--- config.mk ---
export PLATFORM = sky130hd
export DESIGN_NAME = mem_arbiter
export DESIGN_NICKNAME = d
export VERILOG_FILES = /design/src/rtl/cpu_types_pkg.sv /design/src/rtl/mem_arbiter.sv
export SDC_FILE = /design/constraint.sdc
export NUM_CORES = 1
export LEC_CHECK = 0
export BUFFER_PORTS_ARGS = -buffer_cell sky130_fd_sc_hd__buf_2
export CAP_MARGIN = 20
export CORE_AREA = 2 2 104 106
export DETAILED_ROUTE_END_ITERATION = 10
export DIE_AREA = 0 0 106 108
export PLACE_DENSITY = 0.54
export SETUP_SLACK_MARGIN = 0.3
export SYNTH_ARGS = -nofsm -noshare
export SYNTH_HDL_FRONTEND = slang
export SYNTH_SLANG_ARGS = --single-unit
--- constraint.sdc ---
create_clock -name CLK -period 2.8 [get_ports CLK]
set_input_delay 0.84 -clock CLK [delete_from_list [all_inputs] [get_ports CLK]]
set_output_delay 0.84 -clock CLK [all_outputs]
set_load 0.03 [all_outputs]
--- src/rtl/cpu_types_pkg.sv ---
// Shared datapath types: RAM word, RAM handshake state and the memory
// arbiter FSM state.
package cpu_types_pkg;

  typedef logic [31:0] word_t;

  typedef enum logic [1:0] {
    FREE   = 2'd0,
    BUSY   = 2'd1,
    ACCESS = 2'd2,
    ERROR  = 2'd3
  } ramstate_t;

  typedef enum logic [1:0] {
    IDLE = 2'd0,
    IGNT = 2'd1,
    DGNT = 2'd2
  } arb_state_t;

  localparam int CNT_W = 4;

endpackage

--- src/rtl/mem_arbiter.sv ---
// Single-port RAM arbiter between instruction fetch and data access.
// Data has priority; a saturating starvation counter forces a fetch grant.
module mem_arbiter
  import cpu_types_pkg::*;
#(
  parameter int STARVE_MAX = 4
) (
  input  logic      CLK,
  input  logic      nRST,
  input  logic      iREN,
  input  word_t     iaddr,
  output word_t     iload,
  output logic      iwait,
  input  logic      dREN,
  input  logic      dWEN,
  input  word_t     daddr,
  input  word_t     dstore,
  output word_t     dload,
  output logic      dwait,
  output logic      ramREN,
  output logic      ramWEN,
  output word_t     ramaddr,
  output word_t     ramstore,
  input  word_t     ramload,
  input  ramstate_t ramstate,
  output logic      merr
);

  localparam logic [CNT_W-1:0] MAX_CNT = CNT_W'(STARVE_MAX);

  arb_state_t       r_state;
  arb_state_t       w_next;
  logic [CNT_W-1:0] r_starve_cnt;
  logic             w_dreq;
  logic             w_done;
  logic             w_icomp;
  logic             w_dcomp;

  assign w_dreq = dREN | dWEN;
  assign w_done = (ramstate == ACCESS) || (ramstate == ERROR);

  always_ff @(posedge CLK or negedge nRST) begin
    if (!nRST) r_state <= IDLE;
    else       r_state <= w_next;
  end

  // Counts data completions that a pending fetch had to sit through.
  always_ff @(posedge CLK or negedge nRST) begin
    if (!nRST)                                   r_starve_cnt <= '0;
    else if (!iREN || w_icomp)                   r_starve_cnt <= '0;
    else if (w_dcomp && r_starve_cnt != MAX_CNT) r_starve_cnt <= r_starve_cnt + 1'b1;
  end

  always_comb begin
    w_next   = r_state;
    w_icomp  = 1'b0;
    w_dcomp  = 1'b0;
    ramREN   = 1'b0;
    ramWEN   = 1'b0;
    ramaddr  = '0;
    ramstore = '0;
    iload    = '0;
    dload    = '0;
    iwait    = iREN;
    dwait    = w_dreq;
    merr     = 1'b0;
    case (r_state)
      IDLE: begin
        if (w_dreq && !(iREN && r_starve_cnt == MAX_CNT)) w_next = DGNT;
        else if (iREN)                                    w_next = IGNT;
      end
      IGNT: begin
        if (!iREN) begin
          w_next = IDLE;
        end else begin
          ramREN  = 1'b1;
          ramaddr = iaddr;
          iload   = ramload;
          if (w_done) begin
            iwait   = 1'b0;
            merr    = (ramstate == ERROR);
            w_icomp = 1'b1;
            w_next  = IDLE;
          end
        end
      end
      DGNT: begin
        if (!w_dreq) begin
          w_next = IDLE;
        end else begin
          // A simultaneous read and write request is served as a write.
          ramREN   = dREN & ~dWEN;
          ramWEN   = dWEN;
          ramaddr  = daddr;
          ramstore = dstore;
          dload    = ramload;
          if (w_done) begin
            dwait   = 1'b0;
            merr    = (ramstate == ERROR);
            w_dcomp = 1'b1;
            w_next  = IDLE;
          end
        end
      end
      default: w_next = IDLE;
    endcase
  end

endmodule

==> results of run 1 <==
==> critical path, cell delays in order <==
cell	delay, ns
buf_8	0.10
o21a_4	0.23
buf_12	0.14
clkbuf_16	0.16
a22oi_1	0.17
nor2b_2	0.06
buf_2	0.18
==> per-layer routing <==
| metal | wire [um] | global-route usage [%] | up-vias |
|---|---|---|---|
| met5 | 0 | 0 | - |
| met3 | 471 | 2.05 | 15 |
| met4 | 119 | 2.73 | 0 |
| met1 | 4460 | 19.5 | 1320 |
| li1 | - | - | 1370 |
| met2 | 5250 | 23.9 | 103 |
==> through the flow <==
step / utilization [%] / cell area (um2) / std cells
after detailed placement: 31.6 / 3240 / 626
after global placement: 31.6 / 3240 / 626
after CTS: 36.3 / 3720 / 635
after floorplan: - / 1760 / 241
final: 42.6 / 4360 / 645
after global routing: 42.6 / 4360 / 645
==> state kept, by name, summed over array words and instances (netlist names) <==
name,cells
r_starve_cnt,4
r_state,2
==> worst paths after layout <==
| check | startpoint | endpoint | slack [ns] | cells past startpoint |
|---|---|---|---|---|
| setup / recovery | dREN | ramaddr[8] | 0.08 | 7 |
| hold / removal | nRST | r_starve_cnt[3] | 0.43 | 1 |
| setup reg to reg | r_state[0] | r_starve_cnt[3] | 1.14 | 5 |
| hold reg to reg | r_starve_cnt[2] | r_starve_cnt[2] | 0.51 | 1 |
| max in group asynchronous | nRST | r_starve_cnt[0] | 2.22 | 1 |
| min in group CLK | r_starve_cnt[2] | r_starve_cnt[2] | 0.51 | 1 |
==> power groups by stage <==
stage	Clock [uW]	Combinational, uW	Sequential (uW)
floorplan	0	1450	112
global placement	0	2020	115
detailed placement	0	2040	116
CTS	134	2460	115
global route	140	3210	123
finish	131	3060	120
==> cells in the mapped netlist, types with 2 or more instances <==
cell type / number / area share [%]
ha_1: 6 / 4.6
and3_1: 32 / 12
clkbuf_1: 19 / 4.4
buf_2: 6 / 1.8
o211ai_1: 2 / 0.92
nor2_1: 3 / 0.69
inv_1: 8 / 1.8
o21ai_0: 4 / 1.2
nand2_1: 3 / 0.69
nor2b_1: 32 / 12
o21a_1: 2 / 0.92
and2_1: 66 / 25
dfrtp_1: 6 / 9.2
nand3_1: 2 / 0.62
a21oi_1: 6 / 1.8
a22oi_1: 32 / 15
==> layout make-up <==
| cell class | instances | area, um2 | share of cell area, % |
|---|---|---|---|
| multi-input cells | 201 | 1690 | 38.8 |
| clock buffers | 3 | 41.3 | 0.948 |
| well taps | 136 | 170 | 3.91 |
| inverters | 8 | 30.0 | 0.689 |
| flip-flops and latches | 6 | 150 | 3.45 |
| repair buffers | 291 | 2280 | 52.2 |
==> cells by family (layout without fill, tap and decap cells) <==
kind of cell,Yosys count,after routing,share of synthesized area [%]
adders and majority gates,6,6,4.62
AOI/OAI and AO/OA,51,51,22.5
buffers and inverters,34,302,8.77
DFF,6,6,9.23
and+or+nand+nor,144,144,54.9
==> what timing repair did <==
action,in CTS,in global routing
setup endpoints to repair,109,131
endpoints found under the hold margin,0,0
setup buffers,2,3
gates resized for setup,97,199
pin swaps,16,22
cloned,4,7
==> impl_metrics.json, run 1 <==
{
  "final_layout_size_suffix_gt1_share_pct": 78.4,
  "synth-seq-area-share_pct": 9.23,
  "ys.flop_type": "dfrtp_1",
  "fin_tns_setup_ns": 0,
  "synth_seq_cells": 6,
  "grt_pass1_wl_um": 13300,
  "p_seq_share_pct": 3.6,
  "start_kind": "input pin",
  "dieArea_um2": 11400,
  "syn2layout_area_growth_pct": 168,
  "wl_um": 10300,
  "intPower_uw": 1690,
  "rsz0062_at_grt": "yes",
  "async_flop_share_pct": 100,
  "arrival_ns": 1.88,
  "hold_class": "input pin to asynchronous set/reset pin",
  "drv_slew": 0,
  "layout_commonest_cell": "buf_2",
  "diodes": 0,
  "h-tree-depth": 1,
  "gp_congestion": 0.861,
  "timing.final.crit_share_pct": 97.0,
  "clock_path_buffers": 2,
  "ys_warn_count": 0,
  "cts_buffers": 3,
  "grt.total_usage_pct": 14.2,
  "cts_root_buf": "clkbuf_8",
  "ys_types": 28,
  "port_buffers": 267,
  "nets": 652,
  "die_w_um": 106,
  "grt-ovfl-total": 0,
  "grt_max_degree": 46,
  "crit_required_ns": 1.96,
  "tightest_slew_ns": 0.496,
  "dr.pass1.iters": 4,
  "routed_via_density": 4.35,
  "swShare_pct": 49.1,
  "clkPwrFrac_pct": 4.0,
  "finalPower_uw": 3310,
  "drt_iter0_markers": 127,
  "vias": 2808,
  "clk_latency_ns": 0.23,
  "postSynthAreaPerCell_um2": 6.75,
  "leakage_uw": 0.00230,
  "pwr-share-comb_pct": 92.4,
  "synth_edf_count": 0,
  "skew_ns": 0.00572,
  "netlist_area_um2": 1630,
  "maxCapViolCount": 0,
  "max_freq_mhz": 368,
  "dp_hpwl_um": 7010,
  "layout_common_cells": "buf_2 (169), buf_6 (67), buf_4 (36)",
  "die_h_um": 108,
  "ir_drop_v": 0.000280,
  "nFillCells": 1012,
  "initial_utilization_pct": 15.9,
  "p_sw_uw": 1630,
  "boundaryPins": 268,
  "wl_per_cell_um": 16.0,
  "hold_violations": 0,
  "cts_sinks": 6,
  "path_max_fanout": 7,
  "finalCriticalPeriod_ns": 2.72,
  "core_um2": 10200,
  "syn_nets": 382,
  "antenna_found_initial": 0,
  "cp-end-kind": "primary output",
  "syn_inst": 241,
  "ant_nets": 0,
  "setup_viol_count_final": 0,
  "cts_tree": "built",
  "drc": 0,
  "status": "finished, final reports clean",
  "path_clk_slew_ns": 0.04,
  "crit_type": "input pin to primary output",
  "first_global_vias": 2544,
  "max-slew-margin-rel_pct": 66.8,
  "hold_buffers": 0,
  "p_per_area_nw_per_um2": 761,
  "fin_ws_ns": 0.0829,
  "dp_slack_ns": 0.106,
  "hold-worst-slack_ns": 0.430,
  "rows": 37
}
Power figures use the tool's default switching activity.
==> run 2: changes to the inputs <==
==> config.mk (replaced) <==
export PLATFORM = sky130hd
export DESIGN_NAME = mem_arbiter
export DESIGN_NICKNAME = d
export VERILOG_FILES = /design/src/rtl/cpu_types_pkg.sv /design/src/rtl/mem_arbiter.sv
export SDC_FILE = /design/constraint.sdc
export NUM_CORES = 1
export LEC_CHECK = 0
export CAP_MARGIN = 20
export CORE_AREA = 2 2 103 105
export DETAILED_ROUTE_END_ITERATION = 10
export DIE_AREA = 0 0 105 107
export DONT_BUFFER_PORTS = 1
export SETUP_SLACK_MARGIN = 0.3
export SYNTH_ARGS = -nofsm -noshare
export SYNTH_HDL_FRONTEND = slang
export SYNTH_SLANG_ARGS = --single-unit
==> run 2 against run 1 <==
Against the previous run: routed wire length fell by 17%; sequential power fell by 7%; register-to-register slack got worse by 0.17 ns; clock power barely moved; final area fell by 36%; utilization fell by 15 points; combinational power fell by 25%; sequential cell count did not move; highest routed layer unchanged.
==> impl_metrics.json, run 2 (synthesis gave the netlist of run 1 again) <==
{
  "status": "finished, final reports clean",
  "ir_drop_v": 0.000289,
  "intPower_uw": 1150,
  "regMostFlops": "r_starve_cnt",
  "drc": 0,
  "dr.pass1.iters": 6,
  "layout_commonest_cell": "and2_2",
  "skew_ns": 0.00129,
  "crit_type": "register to primary output",
  "hold_violations": 0,
  "grt-ovfl-total": 0,
  "fin_ws_ns": 0.231,
  "hold-worst-slack_ns": 0.309,
  "crit_required_ns": 1.96,
  "hold_class": "input pin to asynchronous set/reset pin",
  "cts_tree": "built",
  "antenna_found_initial": 0,
  "max-slew-margin-rel_pct": 63.7,
  "wl_per_cell_um": 20.6,
  "multi_input_area_um2": 1620,
  "arrival_ns": 1.73,
  "layout_common_cells": "and2_2 (43), nor2b_2 (32), and3_1 (32)",
  "port_buffers": 0,
  "grt.total_usage_pct": 12.0,
  "path_clk_slew_ns": 0.04,
  "wl_um": 8590,
  "rows": 37,
  "rsz0062_at_grt": "yes",
  "grt_max_degree": 46,
  "p_per_area_nw_per_um2": 917,
  "final_layout_size_suffix_gt1_share_pct": 63.8,
  "dp_slack_ns": 0.221,
  "path_max_fanout": 13,
  "pwr-share-comb_pct": 90.4,
  "largest_reg_flops": 4,
  "leakage_uw": 0.00122,
  "vias": 2004,
  "start_kind": "register",
  "seq_area_um2": 150,
  "drv_slew": 0,
  "setup_viol_count_final": 0,
  "finalCriticalPeriod_ns": 2.57,
  "first_global_vias": 1748,
  "slowest_stage": "dfrtp_1",
  "initial_utilization_pct": 16.1,
  "syn2layout_area_growth_pct": 71.2,
  "maxCapViolCount": 0,
  "max_freq_mhz": 389,
  "nFillCells": 1114,
  "nets": 425,
  "clock_path_buffers": 2,
  "gp_congestion": 0.790,
  "ant_nets": 0,
  "boundaryPins": 268,
  "critical_path.n_buffers_inverters": 3,
  "clkPwrFrac_pct": 5.2,
  "crit_family": "buffers and inverters",
  "timing.final.crit_share_pct": 91.8,
  "critical-path-max-stage-delay_ns": 0.40,
  "dp_hpwl_um": 6090,
  "core_um2": 10100,
  "tightest_slew_ns": 0.543,
  "dieArea_um2": 11200,
  "h-tree-depth": 1,
  "grt_pass1_wl_um": 10700,
  "diodes": 0,
  "clk_latency_ns": 0.23,
  "reg_top3": "r_starve_cnt (4), r_state (2)",
  "cts_root_buf": "clkbuf_8",
  "swShare_pct": 55.1,
  "p_seq_share_pct": 4.4,
  "drt_iter0_markers": 106,
  "die_h_um": 107,
  "path_cells": "inv_2, ha_4, o21a_4, clkbuf_16, a22oi_1, nor2b_2, buf_4",
  "cp-end-kind": "primary output",
  "fin_tns_setup_ns": 0,
  "p_sw_uw": 1410,
  "routed_via_density": 4.79,
  "cts_sinks": 6,
  "die_w_um": 105,
  "hold_buffers": 0,
  "cts_buffers": 3
}
==> run 2: changes by cell type in the layout (fill, tap and decap cells not counted), moves of 3 or more <==
| cell | change |
|---|---|
| a22oi_2 | -14 |
| buf_6 | -51 |
| and2_2 | +42 |
| and2_4 | -18 |
| a22oi_1 | +14 |
| buf_4 | -6 |
| and2_1 | -24 |
| buf_12 | +4 |
| buf_16 | -3 |
| buf_2 | -169 |
==> run 2: timing repair <==
action | in CTS | in global routing
endpoints found under the setup margin | 98 | 89
gates resized for setup | 51 | 35
setup buffers | 3 | 7
cloned | 1 | 4
pin swaps | 1 | 2
hold endpoints to repair | 0 | 0
==> run 2: worst paths after layout <==
kind | cells after the start | endpoint | slack, ns | from
max | 7 | ramaddr[27] | 0.23 | r_state[0]
min | 0 | r_starve_cnt[2] | 0.31 | nRST
max reg2reg | 8 | r_starve_cnt[2] | 0.97 | r_state[1]
min reg2reg | 1 | r_starve_cnt[2] | 0.55 | r_starve_cnt[2]
max in group asynchronous | 0 | r_starve_cnt[0] | 2.42 | nRST
min in group CLK | 1 | r_starve_cnt[2] | 0.55 | r_starve_cnt[2]
==> run 2: routing by layer <==
metal | vias up | part of all wire (%) | GRT usage (%)
met5 | - | 0 | 0
met4 | 0 | 1.3 | 1.24
met3 | 10 | 6.0 | 1.82
met2 | 118 | 52 | 21.5
met1 | 961 | 40 | 15.7
li1 | 915 | - | -
==> run 2: power by group through the flow <==
stage	Sequential, uW	Combinational, uW	Clock, uW
after global placement	115	1850	0
after floorplan	112	1450	0
after CTS	111	2040	134
after detailed placement	117	1880	0
final	112	2310	133
after global routing	113	2410	140
==> run 2: metrics by stage <==
stage | util [%] | power, uW | instances | cell area (um2)
after floorplan | - | 1570 | 241 | 1760
after global placement | 22.6 | 1970 | 400 | 2280
after detailed placement | 22.6 | 2000 | 400 | 2280
after CTS | 24.5 | 2290 | 407 | 2480
after global routing | 27.6 | 2660 | 418 | 2780
final | 27.6 | 2550 | 418 | 2780
==> run 2: worst register-to-register path, delay by kind of cell (launching register included) <==
family,cells,cell delay [ns]
adder cells (fa/ha/maj),1,0.18
flip-flops,1,0.38
AO/OA/AOI/OAI,2,0.30
buffers and inverters,3,0.58
AND/OR/NAND/NOR,2,0.26
==> run 2: cell type report <==
| type | count | area share [%] |
|---|---|---|
| tap | 136 | 6.11 |
| sequential | 6 | 5.39 |
| inverter | 8 | 1.08 |
| timing repair buffer | 64 | 27.9 |
| multi-input combinational | 201 | 58.1 |
| clock buffer | 3 | 1.48 |
